--- config.mk ---
export PLATFORM = sky130hd
export DESIGN_NAME = pipe_hazard_ctrl_flat
export DESIGN_NICKNAME = d
export VERILOG_FILES = /design/src/rtl/pipe_hazard_ctrl_pkg.sv /design/src/rtl/pipe_hazard_ctrl_if.sv /design/src/rtl/pipe_hazard_ctrl_sat_counter.sv /design/src/rtl/pipe_hazard_ctrl.sv /design/src/flat_wrapper.sv
export SDC_FILE = /design/constraint.sdc
export NUM_CORES = 1
export LEC_CHECK = 0
export ABC_AREA = 1
export CORE_ASPECT_RATIO = 2
export CORE_UTILIZATION = 45
export DETAILED_ROUTE_END_ITERATION = 7
export GPL_TIMING_DRIVEN = 0
export PLACE_DENSITY_LB_ADDON = 0.25
export SLEW_MARGIN = 15
export SYNTH_ARGS = -nofsm -noshare
export SYNTH_HDL_FRONTEND = slang
export SYNTH_HIERARCHICAL = 1
export SYNTH_SLANG_ARGS = --single-unit
--- constraint.sdc ---
create_clock -name clk -period 4.4 [get_ports clk]
set_input_delay 1.32 -clock clk [delete_from_list [all_inputs] [get_ports clk]]
set_output_delay 1.32 -clock clk [all_outputs]
set_load 0.01 [all_outputs]
--- src/rtl/pipe_hazard_ctrl_pkg.sv ---
// Shared types and constants for the pipeline stall/flush controller.
package hazard_pkg;

  typedef enum logic {
    RUN      = 1'b0,
    MEM_WAIT = 1'b1
  } state_e;

  localparam logic [4:0] REG_ZERO  = 5'd0;
  localparam int         DEF_CNT_W = 32;

endpackage

--- src/rtl/pipe_hazard_ctrl_if.sv ---
// Hazard inputs from the pipeline and the stage enable/flush controls back to it.
interface pipe_hazard_ctrl_if #(
  parameter int REG_ADDR_W = 5,
  parameter int CNT_W      = 32
);
  logic [REG_ADDR_W-1:0] id_rs, id_rt, ex_rt;
  logic                  id_uses_rs, id_uses_rt;
  logic                  ex_mem_read, ex_reg_write;
  logic                  redirect, mem_busy;
  logic                  pc_en, if_id_en, if_id_flush;
  logic                  id_ex_en, id_ex_flush, ex_mem_en, mem_wb_en;
  logic                  frozen;
  logic [CNT_W-1:0]      stall_cnt, flush_cnt;

  modport master (
    output id_rs, id_rt, id_uses_rs, id_uses_rt, ex_mem_read, ex_reg_write,
           ex_rt, redirect, mem_busy,
    input  pc_en, if_id_en, if_id_flush, id_ex_en, id_ex_flush, ex_mem_en,
           mem_wb_en, frozen, stall_cnt, flush_cnt
  );

  modport slave (
    input  id_rs, id_rt, id_uses_rs, id_uses_rt, ex_mem_read, ex_reg_write,
           ex_rt, redirect, mem_busy,
    output pc_en, if_id_en, if_id_flush, id_ex_en, id_ex_flush, ex_mem_en,
           mem_wb_en, frozen, stall_cnt, flush_cnt
  );
endinterface

--- src/rtl/pipe_hazard_ctrl_sat_counter.sv ---
// Performance counter that sticks at all-ones instead of wrapping.
module sat_counter
  import hazard_pkg::*;
#(
  parameter int CNT_W = DEF_CNT_W
) (
  input  logic             clk,
  input  logic             reset,
  input  logic             inc,
  output logic [CNT_W-1:0] count
);

  always_ff @(posedge clk or posedge reset) begin
    if (reset)                   count <= '0;
    else if (inc && count != '1) count <= count + 1'b1;
  end

endmodule

--- src/rtl/pipe_hazard_ctrl.sv ---
// Stall/flush controller: memory freeze > redirect squash > load-use bubble.
module pipe_hazard_ctrl
  import hazard_pkg::*;
#(
  parameter int REG_ADDR_W = 5,
  parameter int CNT_W      = DEF_CNT_W
) (
  input logic               clk,
  input logic               reset,
  pipe_hazard_ctrl_if.slave hz
);

  state_e state_q, state_d;
  logic   pend_q, pend_d;
  logic   luh, stall_inc, flush_inc;

  assign luh = hz.ex_mem_read && hz.ex_reg_write &&
               (hz.ex_rt != REG_ADDR_W'(REG_ZERO)) &&
               ((hz.id_uses_rs && hz.id_rs == hz.ex_rt) ||
                (hz.id_uses_rt && hz.id_rt == hz.ex_rt));

  assign hz.frozen = (state_q == MEM_WAIT);

  always_comb begin
    state_d        = RUN;
    pend_d         = pend_q;
    stall_inc      = 1'b0;
    flush_inc      = 1'b0;
    hz.pc_en       = 1'b0;
    hz.if_id_en    = 1'b0;
    hz.if_id_flush = 1'b0;
    hz.id_ex_en    = 1'b0;
    hz.id_ex_flush = 1'b0;
    hz.ex_mem_en   = 1'b0;
    hz.mem_wb_en   = 1'b0;
    // Outputs stay quiet while reset is held, so the stage registers hold.
    if (!reset) begin
      if (hz.mem_busy) begin
        state_d   = MEM_WAIT;
        stall_inc = 1'b1;
        if (hz.redirect) pend_d = 1'b1;
      end else if (hz.redirect || pend_q) begin
        // Squash wins over load-use: the dependent instruction is discarded anyway.
        {hz.pc_en, hz.if_id_en, hz.id_ex_en, hz.ex_mem_en, hz.mem_wb_en} = '1;
        hz.if_id_flush = 1'b1;
        hz.id_ex_flush = 1'b1;
        pend_d         = 1'b0;
        flush_inc      = 1'b1;
      end else if (luh) begin
        hz.id_ex_en    = 1'b1;
        hz.id_ex_flush = 1'b1;
        hz.ex_mem_en   = 1'b1;
        hz.mem_wb_en   = 1'b1;
        stall_inc      = 1'b1;
      end else begin
        {hz.pc_en, hz.if_id_en, hz.id_ex_en, hz.ex_mem_en, hz.mem_wb_en} = '1;
      end
    end
  end

  always_ff @(posedge clk or posedge reset) begin
    if (reset) begin
      state_q <= RUN;
      pend_q  <= 1'b0;
    end else begin
      state_q <= state_d;
      pend_q  <= pend_d;
    end
  end

  sat_counter #(.CNT_W(CNT_W)) u_stall_cnt (
    .clk(clk), .reset(reset), .inc(stall_inc), .count(hz.stall_cnt)
  );

  sat_counter #(.CNT_W(CNT_W)) u_flush_cnt (
    .clk(clk), .reset(reset), .inc(flush_inc), .count(hz.flush_cnt)
  );

endmodule

--- src/flat_wrapper.sv ---
// flat-port wrapper written by rule: the top's interface ports become plain ports
module pipe_hazard_ctrl_flat import hazard_pkg::*;
#(
  parameter int REG_ADDR_W = 5,
  parameter int CNT_W      = DEF_CNT_W
)
  (clk, reset, hz_id_rs, hz_id_rt, hz_id_uses_rs, hz_id_uses_rt, hz_ex_mem_read, hz_ex_reg_write, hz_ex_rt, hz_redirect, hz_mem_busy, hz_pc_en, hz_if_id_en, hz_if_id_flush, hz_id_ex_en, hz_id_ex_flush, hz_ex_mem_en, hz_mem_wb_en, hz_frozen, hz_stall_cnt, hz_flush_cnt);
  pipe_hazard_ctrl_if #(.REG_ADDR_W(REG_ADDR_W), .CNT_W(CNT_W)) hz_i ();
  input logic clk;
  input logic reset;
  input wire logic [$bits(hz_i.id_rs)-1:0] hz_id_rs;
  input wire logic [$bits(hz_i.id_rt)-1:0] hz_id_rt;
  input wire logic [$bits(hz_i.id_uses_rs)-1:0] hz_id_uses_rs;
  input wire logic [$bits(hz_i.id_uses_rt)-1:0] hz_id_uses_rt;
  input wire logic [$bits(hz_i.ex_mem_read)-1:0] hz_ex_mem_read;
  input wire logic [$bits(hz_i.ex_reg_write)-1:0] hz_ex_reg_write;
  input wire logic [$bits(hz_i.ex_rt)-1:0] hz_ex_rt;
  input wire logic [$bits(hz_i.redirect)-1:0] hz_redirect;
  input wire logic [$bits(hz_i.mem_busy)-1:0] hz_mem_busy;
  output wire logic [$bits(hz_i.pc_en)-1:0] hz_pc_en;
  output wire logic [$bits(hz_i.if_id_en)-1:0] hz_if_id_en;
  output wire logic [$bits(hz_i.if_id_flush)-1:0] hz_if_id_flush;
  output wire logic [$bits(hz_i.id_ex_en)-1:0] hz_id_ex_en;
  output wire logic [$bits(hz_i.id_ex_flush)-1:0] hz_id_ex_flush;
  output wire logic [$bits(hz_i.ex_mem_en)-1:0] hz_ex_mem_en;
  output wire logic [$bits(hz_i.mem_wb_en)-1:0] hz_mem_wb_en;
  output wire logic [$bits(hz_i.frozen)-1:0] hz_frozen;
  output wire logic [$bits(hz_i.stall_cnt)-1:0] hz_stall_cnt;
  output wire logic [$bits(hz_i.flush_cnt)-1:0] hz_flush_cnt;
  assign hz_i.id_rs = hz_id_rs;
  assign hz_i.id_rt = hz_id_rt;
  assign hz_i.id_uses_rs = hz_id_uses_rs;
  assign hz_i.id_uses_rt = hz_id_uses_rt;
  assign hz_i.ex_mem_read = hz_ex_mem_read;
  assign hz_i.ex_reg_write = hz_ex_reg_write;
  assign hz_i.ex_rt = hz_ex_rt;
  assign hz_i.redirect = hz_redirect;
  assign hz_i.mem_busy = hz_mem_busy;
  assign hz_pc_en = hz_i.pc_en;
  assign hz_if_id_en = hz_i.if_id_en;
  assign hz_if_id_flush = hz_i.if_id_flush;
  assign hz_id_ex_en = hz_i.id_ex_en;
  assign hz_id_ex_flush = hz_i.id_ex_flush;
  assign hz_ex_mem_en = hz_i.ex_mem_en;
  assign hz_mem_wb_en = hz_i.mem_wb_en;
  assign hz_frozen = hz_i.frozen;
  assign hz_stall_cnt = hz_i.stall_cnt;
  assign hz_flush_cnt = hz_i.flush_cnt;
  pipe_hazard_ctrl #(.REG_ADDR_W(REG_ADDR_W), .CNT_W(CNT_W)) u_core (.clk(clk), .reset(reset), .hz(hz_i));
endmodule
* After elaboration in Yosys (flattened, before gate mapping)
Cells that the tools add are included.
** Word-level totals
- Output and inout bits :: 72
- Bits of input ports :: 23
- Flip-flop bits (word level) :: 66
- Word-level logic and storage cells :: 45
** Cells by class
- $add $sub $neg :: 2
- Muxes and demuxes :: 21
- Reductions and logical operators :: 12
- Equal/unequal tests :: 5
- Bitwise gates (word level) :: 1
** Operators with widths (number)
- $add 32x1->32 const B :: 2
- $ne 32x32->1 const B :: 2
- $mux 1 :: 21
- $eq 5x5->1 :: 2
- $logic_and 1x1->1 :: 7
- $reduce_bool 5->1 :: 1
- $reduce_and 3->1 :: 1
- $logic_or 1x1->1 :: 2
- $ne 2x2->1 const B :: 1
- $reduce_bool 2->1 :: 1
- $not 1->1 :: 1

* Depth between registers and ports, before layout
- Word-level depth :: 9
- Mapped depth :: 14
- Mapped depth without buffers :: 13

* Modules after synthesis
The synthesis kept the hierarchy.
** Modules (own cells, without submodules)
- sat_counter :: cells each 361, area an instance 2257.2 µm², times used 2
- pipe_hazard_ctrl :: cells each 76, area an instance 364.1 µm², times used 1

* Worst setup path before layout
OpenSTA, ideal clock, no wires.
- Kind :: input port to output port
- From :: in reset
- To :: out hz_if_id_flush
- Data required time :: 3.080 ns
- Arrival time :: 2.095 ns
- Stages on the path :: 3
- Path buffers :: 0
- Setup slack :: 0.985 ns
- Cell sequence :: nor2_1 > inv_1 > nor2_1
** Between the ends
- Cells in the longest elaborated chain, start to end :: 1
** Ends and longest elaborated chain
- start: declaration :: line flat_wrapper.sv:10 : input logic reset;
- $mux 1 :: line pipe_hazard_ctrl.sv:37 : if (!reset) begin
- end: declaration :: line flat_wrapper.sv:22 : output wire logic [$bits(hz_i.if_id_flush)-1:0] hz_if_id_flush;
Every way passes these cells.

* Worst setup path after layout
Ends and elaborated chain as after synthesis.

==> metrics.md <==
| Metric | Value |
|---|---|
| Clock Latency Late Sink | 0.34 ns |
| Worst Setup Path Type | input pin to output port |
| First-pass GRT wire length | 23100 µm |
| Power per cell area | 273 mW/mm² |
| CTS Sinks | 66 |
| Fin Setup TNS | 0 ns |
| Pre-CTS setup slack | -0.345 ns |
| Die H | 149 µm |
| Critical Path Sink Type | output port |
| Min-delay worst type | register to register |
| Post-Syn Area per Cell | 6.11 µm² |
| Total CTS buffers | 9 |
| Syn Nets | 823 |
| Largest net degree at the start of global routing | 33 |
| Arrival @ worst endpoint | 3.00 ns |
| Worst-margin pin slew | 0.744 ns |
| Iteration-0 DRC Markers | 335 |
| Die X | 75.6 µm |
| Initial antenna violation count | 0 |
| Worst IR drop on VDD | 286 µV |
| Routed len/inst | 14.8 µm |
| Port Buffers | 94 |
| H-tree depth | 3 |
| Fmax | 0.232 GHz |
| Vias per cell | 4.93 |
| Kind of start point of the critical path | input pin |
| RSZ-0062 raised after global routing | no |
| Hold Slack | 0.505 ns |
| Post-Synthesis Cell Area | 0.00488 mm² |
| Overall power | 1.72 mW |
| Core area | 0.0105 mm² |
| Final Cycle Share | 98.1% |
| Non-filler cells, final | 1045 |
| Final worst slack | 0.0827 ns |
| CTS root buf | clkbuf_16 |
| Final Instance Area | 0.00631 mm² |
| GPL Wtd Cong | 0.950 |
| Cells after Synth | 798 |
| Max-slew headroom | 50.4% |
| N_diodes | 0 |
| Most frequent cells in the layout | 418 x nand2_1, 109 x nor2_1, 90 x clkdlybuf4s50_1 |
| Final net count | 928 |
| Top-area cell type share of the netlist area | 33.9% |
| Fin. Hold Viols | 0 |
| CTS tree | done |
| Routed vias | 5150 |
| Layout cell share with drive strength beyond 1 | 7.49% |
| GRT overflow | 0 |
| Cell row count | 53 |
| Antenna Violating Nets Remaining | 0 |
| Number of global-route vias before repair | 4741 |
| TritonRoute pass-1 iters | 5 |
| Register area share after synthesis | 33.9% |
| Largest cells by area after synthesis | dfrtp_1 34%, nand2_1 32%, nor2_1 8.5% |
| Placed cell count | 1029 |
| Commonest non-fill, non-tap cell in the layout | nand2_1 |
| DIE AREA | 0.0113 mm² |
| Distinct cells, synth | 26 |
| Initial core utilization | 46.3% |
| Final WL | 15400 µm |
| Minimum clock period | 4.32 ns |
| Largest area contributor in the netlist | dfrtp_1 |
| Layout area overhead | 29.4% |
| Critical Path RT | 3.08 ns |
| Clk slew on worst S/H paths | 0.05 ns |
| Clock buffer depth | 2 |
| CP max FO | 6 |
| Setup violators final | 0 |
| Final Util | 59.9% |
| Final setup skew | 0.00585 ns |
| Cell Area, Placed | 0.00599 mm² |
| GRT Util Overall | 28.3% |
| I/O Pins | 95 |
| Pleak | 3.06 nW |
| Yosys warns | 6 |
| Hpwl dp | 12000 µm |
| FF+latch count, synth | 66 |
| Slew Viols, Final | 0 |
| Setup bufs post-CTS | 0 |
| Max_cap viols | 0 |
| Status | completed |
| # DRC | 0 |
[critical path, cell delays in order]
cell             delay (ns)
clkdlybuf4s50_1        0.56
nor2_4                 0.24
inv_1                  0.11
nor2_4                 0.19
clkdlybuf4s50_1        0.58
[layout make-up]
class / instances / area [µm²]
tap: 137 / 171
timing repair buffer: 94 / 943
multi-input combinational: 639 / 2800
buffer: 15 / 153
inverter: 78 / 293
sequential: 66 / 1650
clock buffer: 10 / 239
clock inverter: 6 / 63.8
fill: 990 / 4230
[registers in the layout (all words and copies together), names as in the netlist]
| name | flops |
|---|---|
| u_core/u_stall_cnt/count | 32 |
| u_core/u_flush_cnt/count | 32 |
| u_core/pend_q | 1 |
| u_core/hz.frozen | 1 |
[Yosys cell counts]
| cell | n |
|---|---|
| a21oi_1 | 4 |
| nand2_1 | 418 |
| buf_4 | 5 |
| buf_6 | 4 |
| nor2_2 | 9 |
| nor3_1 | 4 |
| o21ai_0 | 6 |
| nand3_1 | 35 |
| nor2_1 | 111 |
| inv_2 | 5 |
| nand3b_1 | 4 |
| nand2_2 | 7 |
| xnor2_1 | 12 |
| ha_1 | 2 |
| nand2_4 | 4 |
| xor2_1 | 12 |
| nor2_4 | 2 |
| nand4_1 | 3 |
| dfrtp_1 | 66 |
| inv_1 | 73 |
| nand3_2 | 1 |
| buf_2 | 2 |
| a21oi_2 | 1 |
| nand3b_4 | 2 |
| nor2_8 | 2 |
| buf_8 | 4 |
[routing by layer]
metal,up-vias,global-route usage [%],share of wire (%)
li1,2615,-,-
met1,2320,24.9,34
met2,155,55.2,57
met3,60,3.18,2.5
met4,0,19.6,6.6
met5,-,0,0
[logic make-up after synthesis]
logic type	share of synthesized area, %
and+or+nand+nor	51.0
xor gates and xnor gates	4.31
DFF	33.9
adders and majority gates	0.513
buffers and inverters	9.13
AOI/OAI and AO/OA	1.21
[power breakdown]
group	internal (mW)	switching, mW	leakage, nW
Clock	0.454	0.286	0.145
Combinational	0.136	0.152	2.01
Sequential	0.641	0.0529	0.909
Total	1.23	0.490	3.06
[path summary, 6_finish.rpt]
path / slack [ns] / startpoint / cells past startpoint / endpoint
setup / recovery: 0.08 / reset / 5 / hz_if_id_flush
hold / removal: 0.51 / u_core/pend_q / 2 / u_core/pend_q
setup reg to reg: 2.32 / u_core/u_stall_cnt/count[0] / 10 / u_core/u_stall_cnt/count[15]
hold reg to reg: 0.51 / u_core/pend_q / 2 / u_core/pend_q
max in group asynchronous: 2.26 / reset / 2 / u_core/u_stall_cnt/count[9]
min in group asynchronous: 1.39 / reset / 2 / u_core/hz.frozen
[what timing repair did]
action	CTS	global route
hold endpoints to repair	0	0
endpoints found under the setup margin	3	2
resized for setup	6	2
hold buffers	0	0
No activity file was read; power rests on OpenSTA's default activity.
